**src/rtl/br_write_arbiter_if.sv**
```systemverilog
// br_write_arbiter_if: write-back requesters plus register-bank write port.
interface br_write_arbiter_if #(
    parameter int DATA_W = 32,
    parameter int ADDR_W = 5
);
    logic              wa_in_clear;
    logic              wa_in_a_valid;
    logic [ADDR_W-1:0] wa_in_a_rd;
    logic [DATA_W-1:0] wa_in_a_data;
    logic              wa_out_a_ready;
    logic              wa_in_b_valid;
    logic [ADDR_W-1:0] wa_in_b_rd;
    logic [DATA_W-1:0] wa_in_b_data;
    logic              wa_out_b_ready;
    logic              wa_out_we;
    logic [ADDR_W-1:0] wa_out_rd;
    logic [DATA_W-1:0] wa_out_data;
    logic              wa_out_busy;
    logic              wa_out_last_grant;

    modport slave (
        input  wa_in_clear, wa_in_a_valid, wa_in_a_rd, wa_in_a_data,
        input  wa_in_b_valid, wa_in_b_rd, wa_in_b_data,
        output wa_out_a_ready, wa_out_b_ready, wa_out_we, wa_out_rd,
        output wa_out_data, wa_out_busy, wa_out_last_grant
    );

    modport master (
        output wa_in_clear, wa_in_a_valid, wa_in_a_rd, wa_in_a_data,
        output wa_in_b_valid, wa_in_b_rd, wa_in_b_data,
        input  wa_out_a_ready, wa_out_b_ready, wa_out_we, wa_out_rd,
        input  wa_out_data, wa_out_busy, wa_out_last_grant
    );
endinterface

```
**src/rtl/br_write_arbiter.sv**
```systemverilog
// br_write_arbiter: round-robin arbiter for the register-bank write port with a zeroing sweep.
module br_write_arbiter #(
    parameter int DATA_W   = 32,
    parameter int ADDR_W   = 5,
    parameter int NUM_REGS = 32
) (
    input logic               wa_in_clk,
    input logic               wa_in_rst_n,
    br_write_arbiter_if.slave wa_bus
);
    typedef enum logic {CLEAR, RUN} state_t;
    state_t            state_q, state_d;
    logic [ADDR_W-1:0] idx_q, idx_d, rd_q, rd_d, sel_rd;
    logic [DATA_W-1:0] data_q, data_d, sel_data;
    logic              we_q, we_d, busy_q, busy_d, lg_q, lg_d;
    logic              grant_a, grant_b, a_rdy, b_rdy;

    always_comb begin
        // under contention the requester not served last wins
        grant_b  = wa_bus.wa_in_b_valid & (~wa_bus.wa_in_a_valid | ~lg_q);
        grant_a  = wa_bus.wa_in_a_valid & ~grant_b;
        a_rdy    = (state_q == RUN) & grant_a & ~wa_bus.wa_in_clear;
        b_rdy    = (state_q == RUN) & grant_b & ~wa_bus.wa_in_clear;
        sel_rd   = grant_b ? wa_bus.wa_in_b_rd : wa_bus.wa_in_a_rd;
        sel_data = grant_b ? wa_bus.wa_in_b_data : wa_bus.wa_in_a_data;
        state_d  = state_q;
        idx_d    = idx_q;
        we_d     = 1'b0;
        rd_d     = rd_q;
        data_d   = data_q;
        busy_d   = busy_q;
        lg_d     = lg_q;
        if (state_q == CLEAR) begin
            we_d   = 1'b1;
            rd_d   = idx_q;
            data_d = '0;
            idx_d  = idx_q + 1'b1;
            if (idx_q == ADDR_W'(NUM_REGS - 1)) begin
                state_d = RUN;
                busy_d  = 1'b0;
                idx_d   = '0;
            end
        end else if (wa_bus.wa_in_clear) begin
            state_d = CLEAR;
            idx_d   = '0;
            busy_d  = 1'b1;
        end else if (a_rdy | b_rdy) begin
            rd_d   = sel_rd;
            data_d = sel_data;
            lg_d   = grant_b;
            we_d   = |sel_rd;
        end
    end

    always_ff @(posedge wa_in_clk or negedge wa_in_rst_n) begin
        if (!wa_in_rst_n) begin
            state_q <= CLEAR;
            idx_q   <= '0;
            we_q    <= 1'b0;
            rd_q    <= '0;
            data_q  <= '0;
            busy_q  <= 1'b1;
            lg_q    <= 1'b1;
        end else begin
            state_q <= state_d;
            idx_q   <= idx_d;
            we_q    <= we_d;
            rd_q    <= rd_d;
            data_q  <= data_d;
            busy_q  <= busy_d;
            lg_q    <= lg_d;
        end
    end

    assign wa_bus.wa_out_a_ready    = a_rdy;
    assign wa_bus.wa_out_b_ready    = b_rdy;
    assign wa_bus.wa_out_we         = we_q;
    assign wa_bus.wa_out_rd         = rd_q;
    assign wa_bus.wa_out_data       = data_q;
    assign wa_bus.wa_out_busy       = busy_q;
    assign wa_bus.wa_out_last_grant = lg_q;
endmodule

```
**src/flat_wrapper.sv**
```systemverilog
// flat-port wrapper written by rule: the top's interface ports become plain ports
module br_write_arbiter_flat 
#(
    parameter int DATA_W   = 32,
    parameter int ADDR_W   = 5,
    parameter int NUM_REGS = 32
)
  (wa_in_clk, wa_in_rst_n, wa_bus_wa_in_clear, wa_bus_wa_in_a_valid, wa_bus_wa_in_a_rd, wa_bus_wa_in_a_data, wa_bus_wa_in_b_valid, wa_bus_wa_in_b_rd, wa_bus_wa_in_b_data, wa_bus_wa_out_a_ready, wa_bus_wa_out_b_ready, wa_bus_wa_out_we, wa_bus_wa_out_rd, wa_bus_wa_out_data, wa_bus_wa_out_busy, wa_bus_wa_out_last_grant);
  br_write_arbiter_if #(.DATA_W(DATA_W), .ADDR_W(ADDR_W)) wa_bus_i ();
  input logic wa_in_clk;
  input logic wa_in_rst_n;
  input wire logic [$bits(wa_bus_i.wa_in_clear)-1:0] wa_bus_wa_in_clear;
  input wire logic [$bits(wa_bus_i.wa_in_a_valid)-1:0] wa_bus_wa_in_a_valid;
  input wire logic [$bits(wa_bus_i.wa_in_a_rd)-1:0] wa_bus_wa_in_a_rd;
  input wire logic [$bits(wa_bus_i.wa_in_a_data)-1:0] wa_bus_wa_in_a_data;
  input wire logic [$bits(wa_bus_i.wa_in_b_valid)-1:0] wa_bus_wa_in_b_valid;
  input wire logic [$bits(wa_bus_i.wa_in_b_rd)-1:0] wa_bus_wa_in_b_rd;
  input wire logic [$bits(wa_bus_i.wa_in_b_data)-1:0] wa_bus_wa_in_b_data;
  output wire logic [$bits(wa_bus_i.wa_out_a_ready)-1:0] wa_bus_wa_out_a_ready;
  output wire logic [$bits(wa_bus_i.wa_out_b_ready)-1:0] wa_bus_wa_out_b_ready;
  output wire logic [$bits(wa_bus_i.wa_out_we)-1:0] wa_bus_wa_out_we;
  output wire logic [$bits(wa_bus_i.wa_out_rd)-1:0] wa_bus_wa_out_rd;
  output wire logic [$bits(wa_bus_i.wa_out_data)-1:0] wa_bus_wa_out_data;
  output wire logic [$bits(wa_bus_i.wa_out_busy)-1:0] wa_bus_wa_out_busy;
  output wire logic [$bits(wa_bus_i.wa_out_last_grant)-1:0] wa_bus_wa_out_last_grant;
  assign wa_bus_i.wa_in_clear = wa_bus_wa_in_clear;
  assign wa_bus_i.wa_in_a_valid = wa_bus_wa_in_a_valid;
  assign wa_bus_i.wa_in_a_rd = wa_bus_wa_in_a_rd;
  assign wa_bus_i.wa_in_a_data = wa_bus_wa_in_a_data;
  assign wa_bus_i.wa_in_b_valid = wa_bus_wa_in_b_valid;
  assign wa_bus_i.wa_in_b_rd = wa_bus_wa_in_b_rd;
  assign wa_bus_i.wa_in_b_data = wa_bus_wa_in_b_data;
  assign wa_bus_wa_out_a_ready = wa_bus_i.wa_out_a_ready;
  assign wa_bus_wa_out_b_ready = wa_bus_i.wa_out_b_ready;
  assign wa_bus_wa_out_we = wa_bus_i.wa_out_we;
  assign wa_bus_wa_out_rd = wa_bus_i.wa_out_rd;
  assign wa_bus_wa_out_data = wa_bus_i.wa_out_data;
  assign wa_bus_wa_out_busy = wa_bus_i.wa_out_busy;
  assign wa_bus_wa_out_last_grant = wa_bus_i.wa_out_last_grant;
  br_write_arbiter #(.DATA_W(DATA_W), .ADDR_W(ADDR_W), .NUM_REGS(NUM_REGS)) u_core (.wa_in_clk(wa_in_clk), .wa_in_rst_n(wa_in_rst_n), .wa_bus(wa_bus_i));
endmodule
```
**config.mk**
```make
export PLATFORM = sky130hd
export DESIGN_NAME = br_write_arbiter_flat
export DESIGN_NICKNAME = d
export VERILOG_FILES = /design/src/rtl/br_write_arbiter_if.sv /design/src/rtl/br_write_arbiter.sv /design/src/flat_wrapper.sv
export SDC_FILE = /design/constraint.sdc
export NUM_CORES = 1
export LEC_CHECK = 0
export ABC_AREA = 1
export CAP_MARGIN = 10
export CORE_MARGIN = 8
export CORE_UTILIZATION = 40
export CTS_BUF_LIST = sky130_fd_sc_hd__clkbuf_4 sky130_fd_sc_hd__clkbuf_8
export DETAILED_ROUTE_END_ITERATION = 8
export PLACE_DENSITY = 0.82
export SYNTH_ARGS = -nofsm -noshare
export SYNTH_HDL_FRONTEND = slang
export SYNTH_SLANG_ARGS = --single-unit
```
**constraint.sdc**
```tcl
create_clock -name wa_in_clk -period 1.7 [get_ports wa_in_clk]
set_input_delay 0.17 -clock wa_in_clk [delete_from_list [all_inputs] [get_ports wa_in_clk]]
set_output_delay 0.17 -clock wa_in_clk [all_outputs]
set_load 0.02 [all_outputs]
```
==> results of run 1 <==
==> layout make-up <==
type                    instances  share of cell area
clock buffers                   8              0.0254
repair buffers                134               0.367
inverters                       9             0.00938
multi-input cells             198               0.253
flip-flops and latches         46               0.320
well taps                      72              0.0250
==> metal layers <==
layer	global-route usage	vias up	wire, microns
li1	-	1127	-
met1	0.202	1080	3040
met2	0.315	75	3660
met3	0.0441	10	418
met4	0.0555	0	161
met5	0	-	0
==> cells by family (layout without fill, tap and decap cells) <==
family / Yosys count / after routing / share of synthesized area
AND/OR/NAND/NOR: 126 / 126 / 0.235
flip-flops: 46 / 46 / 0.528
buffers and inverters: 24 / 151 / 0.0561
adder cells (fa/ha/maj): 2 / 2 / 0.0114
AO/OA/AOI/OAI: 69 / 69 / 0.165
XOR/XNOR: 1 / 1 / 0.00401
==> synth_stat cells <==
| cell | number |
|---|---|
| nand2_1 | 70 |
| dfrtp_1 | 44 |
| nor2_1 | 35 |
| o21ai_1 | 29 |
| o21ai_0 | 27 |
| nand3_1 | 13 |
| buf_2 | 8 |
| a21oi_1 | 7 |
| inv_1 | 5 |
| clkbuf_1 | 4 |
| inv_2 | 4 |
| buf_6 | 3 |
| nand2_2 | 3 |
| o211ai_1 | 3 |
| or2_2 | 3 |
| a22o_1 | 2 |
| dfstp_2 | 2 |
| ha_1 | 2 |
| nor2_2 | 1 |
| nor2_4 | 1 |
| o22ai_1 | 1 |
| xor2_1 | 1 |
==> flip-flops by register name (all words and copies together), names as in the netlist <==
name                             count
u_core.state_q                       1
u_core.wa_bus.wa_out_rd              5
u_core.wa_bus.wa_out_last_grant      1
u_core.wa_bus.wa_out_we              1
u_core.wa_bus.wa_out_data           32
u_core.wa_bus.wa_out_busy            1
u_core.idx_q                         5
==> path summary, 6_finish.rpt <==
kind	to	slack [ns]	depth (start not counted)
max reg2reg	u_core.wa_bus.wa_out_we	0.15	9
max in group asynchronous	u_core.wa_bus.wa_out_data[16]	0.74	3
min reg2reg	u_core.wa_bus.wa_out_busy	0.48	2
min	u_core.wa_bus.wa_out_data[19]	0.43	2
max	wa_bus_wa_out_last_grant	0.08	1
min in group wa_in_clk	u_core.wa_bus.wa_out_busy	0.48	3
==> power groups by stage <==
stage | clock network (mW) | logic [mW] | registers [mW]
2_1_floorplan | 0 | 0.573 | 1.63
3_3_place_gp | 0 | 1.37 | 1.47
3_5_place_dp | 0 | 1.41 | 1.48
4_1_cts | 0.695 | 1.41 | 1.46
5_1_grt | 0.730 | 1.53 | 1.50
6_report | 0.667 | 1.40 | 1.47
==> per-stage QoR <==
stage	cell area [sq um]	utilization	setup TNS, ns	instances
2_1_floorplan	2190	-	0	268
3_3_place_gp	3510	0.649	-0.103	458
3_5_place_dp	3510	0.649	-0.235	458
4_1_cts	3600	0.667	0	467
5_1_grt	3600	0.666	0	467
6_report	3600	0.666	0	467
==> repair_timing <==
| action | 4_1_cts | 5_1_grt |
|---|---|---|
| resized for setup | 2 | 5 |
| hold endpoints to repair | 22 | 0 |
| endpoints found under the setup margin | 2 | 7 |
| hold buffers | 1 | 0 |
==> flow_summary.yaml, run 1 <==
synthesis:
  synth.avg_cell_area_sq_um: 8.16
  ys_seq_area_frac: 0.528
  synth_warnings: 0
  yosysTopAreaCellShare: 0.504
  synth_area_leaders: "dfrtp_1, nand2_1, o21ai_1"
  synthCells: 268
  syn-cell-area_sq_um: 2190
  synth_nets: 349
  synth-seq-cells: 46
  yosys.cell_types.count: 22
  yosysTopAreaCell: "dfrtp_1"
run_status:
  status: "finished clean"
critical_path:
  cp.required_ns: 1.53
  rr_startpoint: "u_core.wa_bus.wa_out_last_grant"
  endpoint_kind: "output pin"
  path_class: "flip-flop to output pin"
  critPathMaxStageDelay_ns: 0.61
  crit_arrival_ns: 1.45
  critPathBufInv: 1
  critPathLaunchType: "flip-flop"
  setup.worst_path.start: "u_core.wa_bus.wa_out_last_grant"
  path_delay_family: "buffers and inverters"
  path_cells: "clkdlybuf4s50_1"
  cp_slowest_cell: "clkdlybuf4s50_1"
  crit_fanout: 3
power:
  finalPower_mw: 3.53
  p_seq_frac: 0.415
  p_clk_frac: 0.189
  p_int_mw: 2.33
  max-vdd-ir-drop_v: 0.000676
  p_comb_frac: 0.396
  p_sw_mw: 1.20
  p_leak_nw: 1.56
  swShare: 0.340
  cellPowerDensity_nw_per_um2: 980
sta:
  whs_ns: 0.432
  tightest_slew_ns: 0.593
  rsz0062_at_grt: "false"
  fmax_mhz: 616
  slew_headroom: 0.605
  finClkSkew_ns: 0.00621
  finalSetupViolCount: 0
  fin_crit_sh: 0.955
  post-route-min-period_ns: 1.62
  hold_viol_final: 0
  fin_ws_ns: 0.0770
  drv_slew: 0
placed_design:
  gp_congestion: 0.813
  port_buffers: 120
  hpwl_microns: 5620
  post-place-ws_ns: -0.0798
layout:
  mostFrequentLayoutCell: "clkdlybuf4s50_1"
  antenna_cells: 0
  layout-drive-gt1-share: 0.0962
  syn_to_final_growth_pct: 64.7
  final_cell_mix: "clkdlybuf4s50_1, nand2_1, dfrtp_1"
  seqCellArea_sq_um: 1150
  fill_cells: 464
  fin_nets: 475
  multi_input_area_sq_um: 910
worst_hold_path:
  hp-class: "primary input to async pin"
detailed_routing:
  antenna_left: 0
  first_pass_iters: 4
  route.vias.total: 2292
  drc: 0
  totalWireLength_microns: 7290
  vias_per_cell: 4.91
  drtIter0Drc: 79
  wl_per_cell_microns: 15.6
floorplanning:
  start_util: 0.404
  rows: 27
  dieHeight_microns: 89.9
  dieArea_sq_um: 8090
  die_x_microns: 89.9
  io_pins: 121
  core-area_sq_um: 5410
clock_tree:
  cts_tree: "done"
  cts.root.buffer_cell: "clkbuf_8"
  clock-sinks: 46
  clk_pin_slew_ns: 0.08
  cts_buffer_depth: 2
  clkLatencyLatePin_ns: 0.29
  htreeDepth: 2
  cts_setup_buffers: 0
  numCtsBuffers: 5
grt:
  grt_overflow: 0
  grt_first_pass_wirelength_microns: 11900
  grt_max_degree: 38
  antenna_found_initial: 0
  grt_usage: 0.177
  grt_pass1_vias: 2405
run:
  drv_cap: 0
(Power assumes the default switching activity.)
==> run 2: changes to the inputs <==
--- a/config.mk
+++ b/config.mk
@@ -7,11 +7,13 @@
 export LEC_CHECK = 0
 export ABC_AREA = 1
 export CAP_MARGIN = 10
+export CELL_PAD_IN_SITES_DETAIL_PLACEMENT = 0
+export CELL_PAD_IN_SITES_GLOBAL_PLACEMENT = 2
 export CORE_MARGIN = 8
-export CORE_UTILIZATION = 40
+export CORE_UTILIZATION = 22
 export CTS_BUF_LIST = sky130_fd_sc_hd__clkbuf_4 sky130_fd_sc_hd__clkbuf_8
 export DETAILED_ROUTE_END_ITERATION = 8
-export PLACE_DENSITY = 0.82
+export PLACE_DENSITY = 0.85
 export SYNTH_ARGS = -nofsm -noshare
 export SYNTH_HDL_FRONTEND = slang
 export SYNTH_SLANG_ARGS = --single-unit
==> constraint.sdc (replaced) <==
create_clock -name wa_in_clk -period 2.1 [get_ports wa_in_clk]
set_input_delay 0.21 -clock wa_in_clk [delete_from_list [all_inputs] [get_ports wa_in_clk]]
set_output_delay 0.21 -clock wa_in_clk [all_outputs]
set_load 0.02 [all_outputs]
==> flow_summary.yaml, run 2 (same netlist as run 1, synthesis figures left out) <==
detailed_routing:
  wl_per_cell_microns: 14.8
  drtIter0Drc: 92
  drc: 0
  totalWireLength_microns: 7760
  antenna_left: 0
  vias_per_cell: 4.25
  route.vias.total: 2227
  first_pass_iters: 4
layout:
  fin_nets: 471
  largest_reg_flops: 32
  layout-drive-gt1-share: 0.0818
  utilization: 0.376
  antenna_cells: 0
  final_cell_mix: "clkdlybuf4s50_1, nand2_1, dfrtp_1"
  layout.cells.non_filler: 524
  mostFrequentLayoutCell: "clkdlybuf4s50_1"
  fin_area_sq_um: 3660
  syn_to_final_growth_pct: 67.5
clock_tree:
  cts.root.buffer_cell: "clkbuf_8"
  clock-sinks: 46
  cts_tree: "done"
  cts_setup_buffers: 0
  htreeDepth: 2
  cts_buffer_depth: 2
  clk_pin_slew_ns: 0.08
  numCtsBuffers: 5
  clkLatencyLatePin_ns: 0.30
sta:
  post-route-min-period_ns: 1.68
  tightest_slew_ns: 0.549
  whs_ns: 0.421
  finClkSkew_ns: 0.00329
  finalSetupViolCount: 0
  drv_slew: 0
  rsz0062_at_grt: "false"
  setup_tns_ns: 0
  fmax_mhz: 595
  fin_ws_ns: 0.420
  slew_headroom: 0.634
  fin_crit_sh: 0.800
  hold_viol_final: 0
run_status:
  status: "finished clean"
placed_design:
  hpwl_microns: 5900
  post-place-ws_ns: 0.107
  placedCellCount: 515
  placed_area_sq_um: 3550
  port_buffers: 120
  gp_congestion: 0.760
floorplanning:
  io_pins: 121
  core-area_sq_um: 9730
  dieHeight_microns: 116
  rows: 36
  start_util: 0.225
  dieArea_sq_um: 13400
  die_x_microns: 116
grt:
  grt_max_degree: 38
  grt_first_pass_wirelength_microns: 12400
  grt_pass1_vias: 2374
  grt_overflow: 0
  antenna_found_initial: 0
  grt_usage: 0.118
critical_path:
  path_class: "flip-flop to output pin"
  crit_arrival_ns: 1.47
  cp.required_ns: 1.89
  crit_fanout: 6
  critPathLaunchType: "flip-flop"
  endpoint_kind: "output pin"
  r2r_cells: 9
run:
  drv_cap: 0
power:
  p_leak_nw: 1.58
  max-vdd-ir-drop_v: 0.000321
  cellPowerDensity_nw_per_um2: 785
  finalPower_mw: 2.88
worst_hold_path:
  hp-class: "primary input to async pin"
[run 2: cell types whose count changed in the layout (fill, tap and decap cells not counted)]
cell	delta
dlymetal6s2s_1	+2
buf_6	-1
clkbuf_8	+1
clkbuf_4	-2
clkbuf_2	-2
clkinv_2	+1
buf_4	-3
[run 2: worst max-delay path, cell delays in order (launching register included)]
cell            delay (ns)
dfstp_2               0.56
nand2_2               0.10
nand2_1               0.10
inv_2                 0.07
nand2_2               0.09
inv_2                 0.05
dlymetal6s2s_1        0.20
[run 2: path summary, 6_finish.rpt]
path | start | end | slack (ns)
setup / recovery | u_core.wa_bus.wa_out_last_grant | wa_bus_wa_out_b_ready | 0.42
setup reg to reg | u_core.wa_bus.wa_out_last_grant | u_core.wa_bus.wa_out_data[3] | 0.43
max in group asynchronous | wa_in_rst_n | u_core.wa_bus.wa_out_last_grant | 1.07
hold / removal | wa_in_rst_n | u_core.wa_bus.wa_out_data[10] | 0.42
hold reg to reg | u_core.wa_bus.wa_out_data[22] | u_core.wa_bus.wa_out_data[22] | 0.49
min in group wa_in_clk | u_core.wa_bus.wa_out_data[22] | u_core.wa_bus.wa_out_data[22] | 0.49
[run 2: report_power, final]
| group | switching, mW | internal (mW) | total [mW] |
|---|---|---|---|
| combinational | 0.573 | 0.536 | 1.11 |
| sequential | 0.124 | 1.06 | 1.19 |
| clock | 0.300 | 0.279 | 0.579 |
| total | 0.997 | 1.88 | 2.88 |
[run 2: what timing repair did]
action                                 in CTS  in global routing
setup endpoints to repair                   0                  2
endpoints found under the hold margin      21                  0
hold buffers                                1                  0
resized for setup                           0                  2
[run 2: per-layer routing]
metal  vias up  GRT usage  part of all wire
met5         -          0                 0
met4         0     0.0337            0.0072
met3         4     0.0464             0.098
met2        84      0.199              0.47
met1      1020      0.137              0.42
li1       1119          -                 -
[run 2: final cells by class]
class | count | area [sq um]
well taps | 133 | 166
fillers | 1057 | 6070
clock buffers | 7 | 90.1
repair buffers | 130 | 1300
flip-flops and latches | 46 | 1150
inverters | 9 | 33.8
multi-input cells | 198 | 910
clock inverters | 1 | 5.00
==> run 3: changes to the inputs <==
--- a/config.mk
+++ b/config.mk
@@ -10,10 +10,10 @@
 export CELL_PAD_IN_SITES_DETAIL_PLACEMENT = 0
 export CELL_PAD_IN_SITES_GLOBAL_PLACEMENT = 2
 export CORE_MARGIN = 8
-export CORE_UTILIZATION = 22
+export CORE_UTILIZATION = 19
 export CTS_BUF_LIST = sky130_fd_sc_hd__clkbuf_4 sky130_fd_sc_hd__clkbuf_8
 export DETAILED_ROUTE_END_ITERATION = 8
-export PLACE_DENSITY = 0.85
+export PLACE_DENSITY = 0.77
 export SYNTH_ARGS = -nofsm -noshare
 export SYNTH_HDL_FRONTEND = slang
 export SYNTH_SLANG_ARGS = --single-unit
==> constraint.sdc (replaced) <==
create_clock -name wa_in_clk -period 1.5 [get_ports wa_in_clk]
set_input_delay 0.15 -clock wa_in_clk [delete_from_list [all_inputs] [get_ports wa_in_clk]]
set_output_delay 0.15 -clock wa_in_clk [all_outputs]
set_load 0.02 [all_outputs]
==> flow_summary.yaml, run 3 (same netlist as run 1, synthesis figures left out) <==
run_status:
  status: "complete, but fails checks"
  violations: "negative setup slack"
floorplanning:
  start_util: 0.193
  core-area_sq_um: 11300
  dieHeight_microns: 123
  dieArea_sq_um: 15200
  rows: 39
  io_pins: 121
  die_x_microns: 123
placed_design:
  hpwl_microns: 5980
  post-place-ws_ns: -0.297
  gp_congestion: 0.712
  port_buffers: 120
layout:
  fin_nets: 486
  layout-drive-gt1-share: 0.202
  fill_cells: 1202
  final_cell_mix: "clkdlybuf4s50_1, nand2_1, dfrtp_1"
  antenna_cells: 0
  largest_reg_flops: 32
  syn_to_final_growth_pct: 86.4
  mostFrequentLayoutCell: "clkdlybuf4s50_1"
critical_path:
  critPathBufInv: 3
  r2r_cells: 10
  cp_slowest_cell: "dfstp_2"
  cp.required_ns: 1.72
  crit_arrival_ns: 1.74
  critPathMaxStageDelay_ns: 0.57
  path_delay_family: "flip-flops"
  crit_top_cell: "nand2_4"
  path_class: "flip-flop to flip-flop"
  crit_fanout: 8
  rrSetupSlack_ns: -0.02
  r2r_end: "u_core.wa_bus.wa_out_data[10]"
  path_cells: "nand2_4 > nand2_4 > inv_4 > nand2_4 > nand2_4 > nor2_4 > buf_6 > buf_16 > nand2_1 > o21ai_1"
  endpoint_kind: "flip-flop"
  critPathLaunchType: "flip-flop"
  path_depth: 10
  rr_startpoint: "u_core.wa_bus.wa_out_last_grant"
grt:
  grt_max_degree: 47
  grt_overflow: 0
  antenna_found_initial: 0
  grt_pass1_vias: 2612
  grt_first_pass_wirelength_microns: 13300
  grt_usage: 0.110
clock_tree:
  htreeDepth: 2
  numCtsBuffers: 5
  clock-sinks: 46
  clkLatencyLatePin_ns: 0.29
  cts.root.buffer_cell: "clkbuf_8"
  clk_pin_slew_ns: 0.09
  cts_tree: "done"
  cts_buffer_depth: 2
sta:
  drv_slew: 0
  setup_tns_ns: -0.130
  post-route-min-period_ns: 1.52
  tightest_slew_ns: 0.272
  rsz0062_at_grt: "true"
  fin_ws_ns: -0.0229
  fin_crit_sh: 1.02
  fmax_mhz: 657
  hold_viol_final: 0
  slew_headroom: 0.818
  finalSetupViolCount: 13
  finClkSkew_ns: 0.00911
detailed_routing:
  vias_per_cell: 4.28
  drtIter0Drc: 80
  drc: 0
  wl_per_cell_microns: 15.7
  route.vias.total: 2351
  antenna_left: 0
  totalWireLength_microns: 8630
  first_pass_iters: 4
power:
  max-vdd-ir-drop_v: 0.000484
  p_int_mw: 2.86
  p_clk_frac: 0.185
  finalPower_mw: 4.44
  swShare: 0.356
  p_sw_mw: 1.58
  cellPowerDensity_nw_per_um2: 1090
  p_comb_frac: 0.442
  p_leak_nw: 2.08
  p_seq_frac: 0.373
run:
  drv_cap: 0
worst_hold_path:
  hp-class: "primary input to async pin"
-- run 3: final cells by class --
| class | count | area [sq um] | share of cell area |
|---|---|---|---|
| timing repair buffer | 145 | 1540 | 0.379 |
| sequential | 46 | 1150 | 0.283 |
| multi-input combinational | 198 | 1070 | 0.262 |
| tap | 143 | 179 | 0.0439 |
| clock buffer | 7 | 90.1 | 0.0221 |
| inverter | 9 | 36.3 | 0.00891 |
| clock inverter | 1 | 5.00 | 0.00123 |
-- run 3: repair_timing --
action                                  CTS  global route
endpoints found under the setup margin   15            43
pin swaps                                 1             3
gates cloned                              2             1
setup buffers                             2             2
resized for setup                        15            64
hold buffers                              1             0
hold endpoints to repair                 44             0
-- run 3: worst register-to-register path, delay by kind of cell, from the launching register on --
family	cells	cell delay (ns)
and+or+nand+nor	6	0.46
buffers and inverters	3	0.34
DFF	1	0.57
AOI/OAI and AO/OA	1	0.07
-- run 3: per-stage QoR --
step           hold WS [ns]   util  cells  cell area [sq um]
2_1_floorplan        -0.146      -    268               2190
3_3_place_gp          0.159  0.322    533               3650
3_5_place_dp          0.164  0.322    533               3650
4_1_cts               0.373  0.339    546               3830
5_1_grt               0.396  0.360    549               4070
6_report              0.360  0.360    549               4070
-- run 3: metal layers --
metal,vias up,GRT usage,part of all wire,routed length (microns)
met5,-,0,0,0
met4,0,0.0203,0.0036,31
met3,2,0.0324,0.069,595
met2,72,0.186,0.47,4050
met1,1122,0.138,0.46,3950
li1,1155,-,-,-
-- run 3: worst max path at each step --
| stage | slack (ns) | from | endpoint |
|---|---|---|---|
| floorplan | 0.009 | u_core.wa_bus.wa_out_last_grant | u_core.wa_bus.wa_out_data[14] |
| global placement | -0.28 | wa_bus_wa_in_clear | wa_bus_wa_out_a_ready |
| detailed placement | -0.30 | wa_bus_wa_in_clear | wa_bus_wa_out_a_ready |
| CTS | -0.06 | u_core.wa_bus.wa_out_last_grant | u_core.wa_bus.wa_out_data[26] |
| global route | -0.09 | u_core.wa_bus.wa_out_last_grant | u_core.wa_bus.wa_out_data[8] |
| finish | -0.02 | u_core.wa_bus.wa_out_last_grant | u_core.wa_bus.wa_out_data[10] |
-- run 3: power groups by stage --
stage	Sequential, mW	Combinational, mW	Clock (mW)
6_report	1.66	1.96	0.822
5_1_grt	1.69	2.16	0.921
4_1_cts	1.65	1.86	0.869
3_5_place_dp	1.67	1.72	0
3_3_place_gp	1.67	1.72	0
2_1_floorplan	1.85	0.653	0
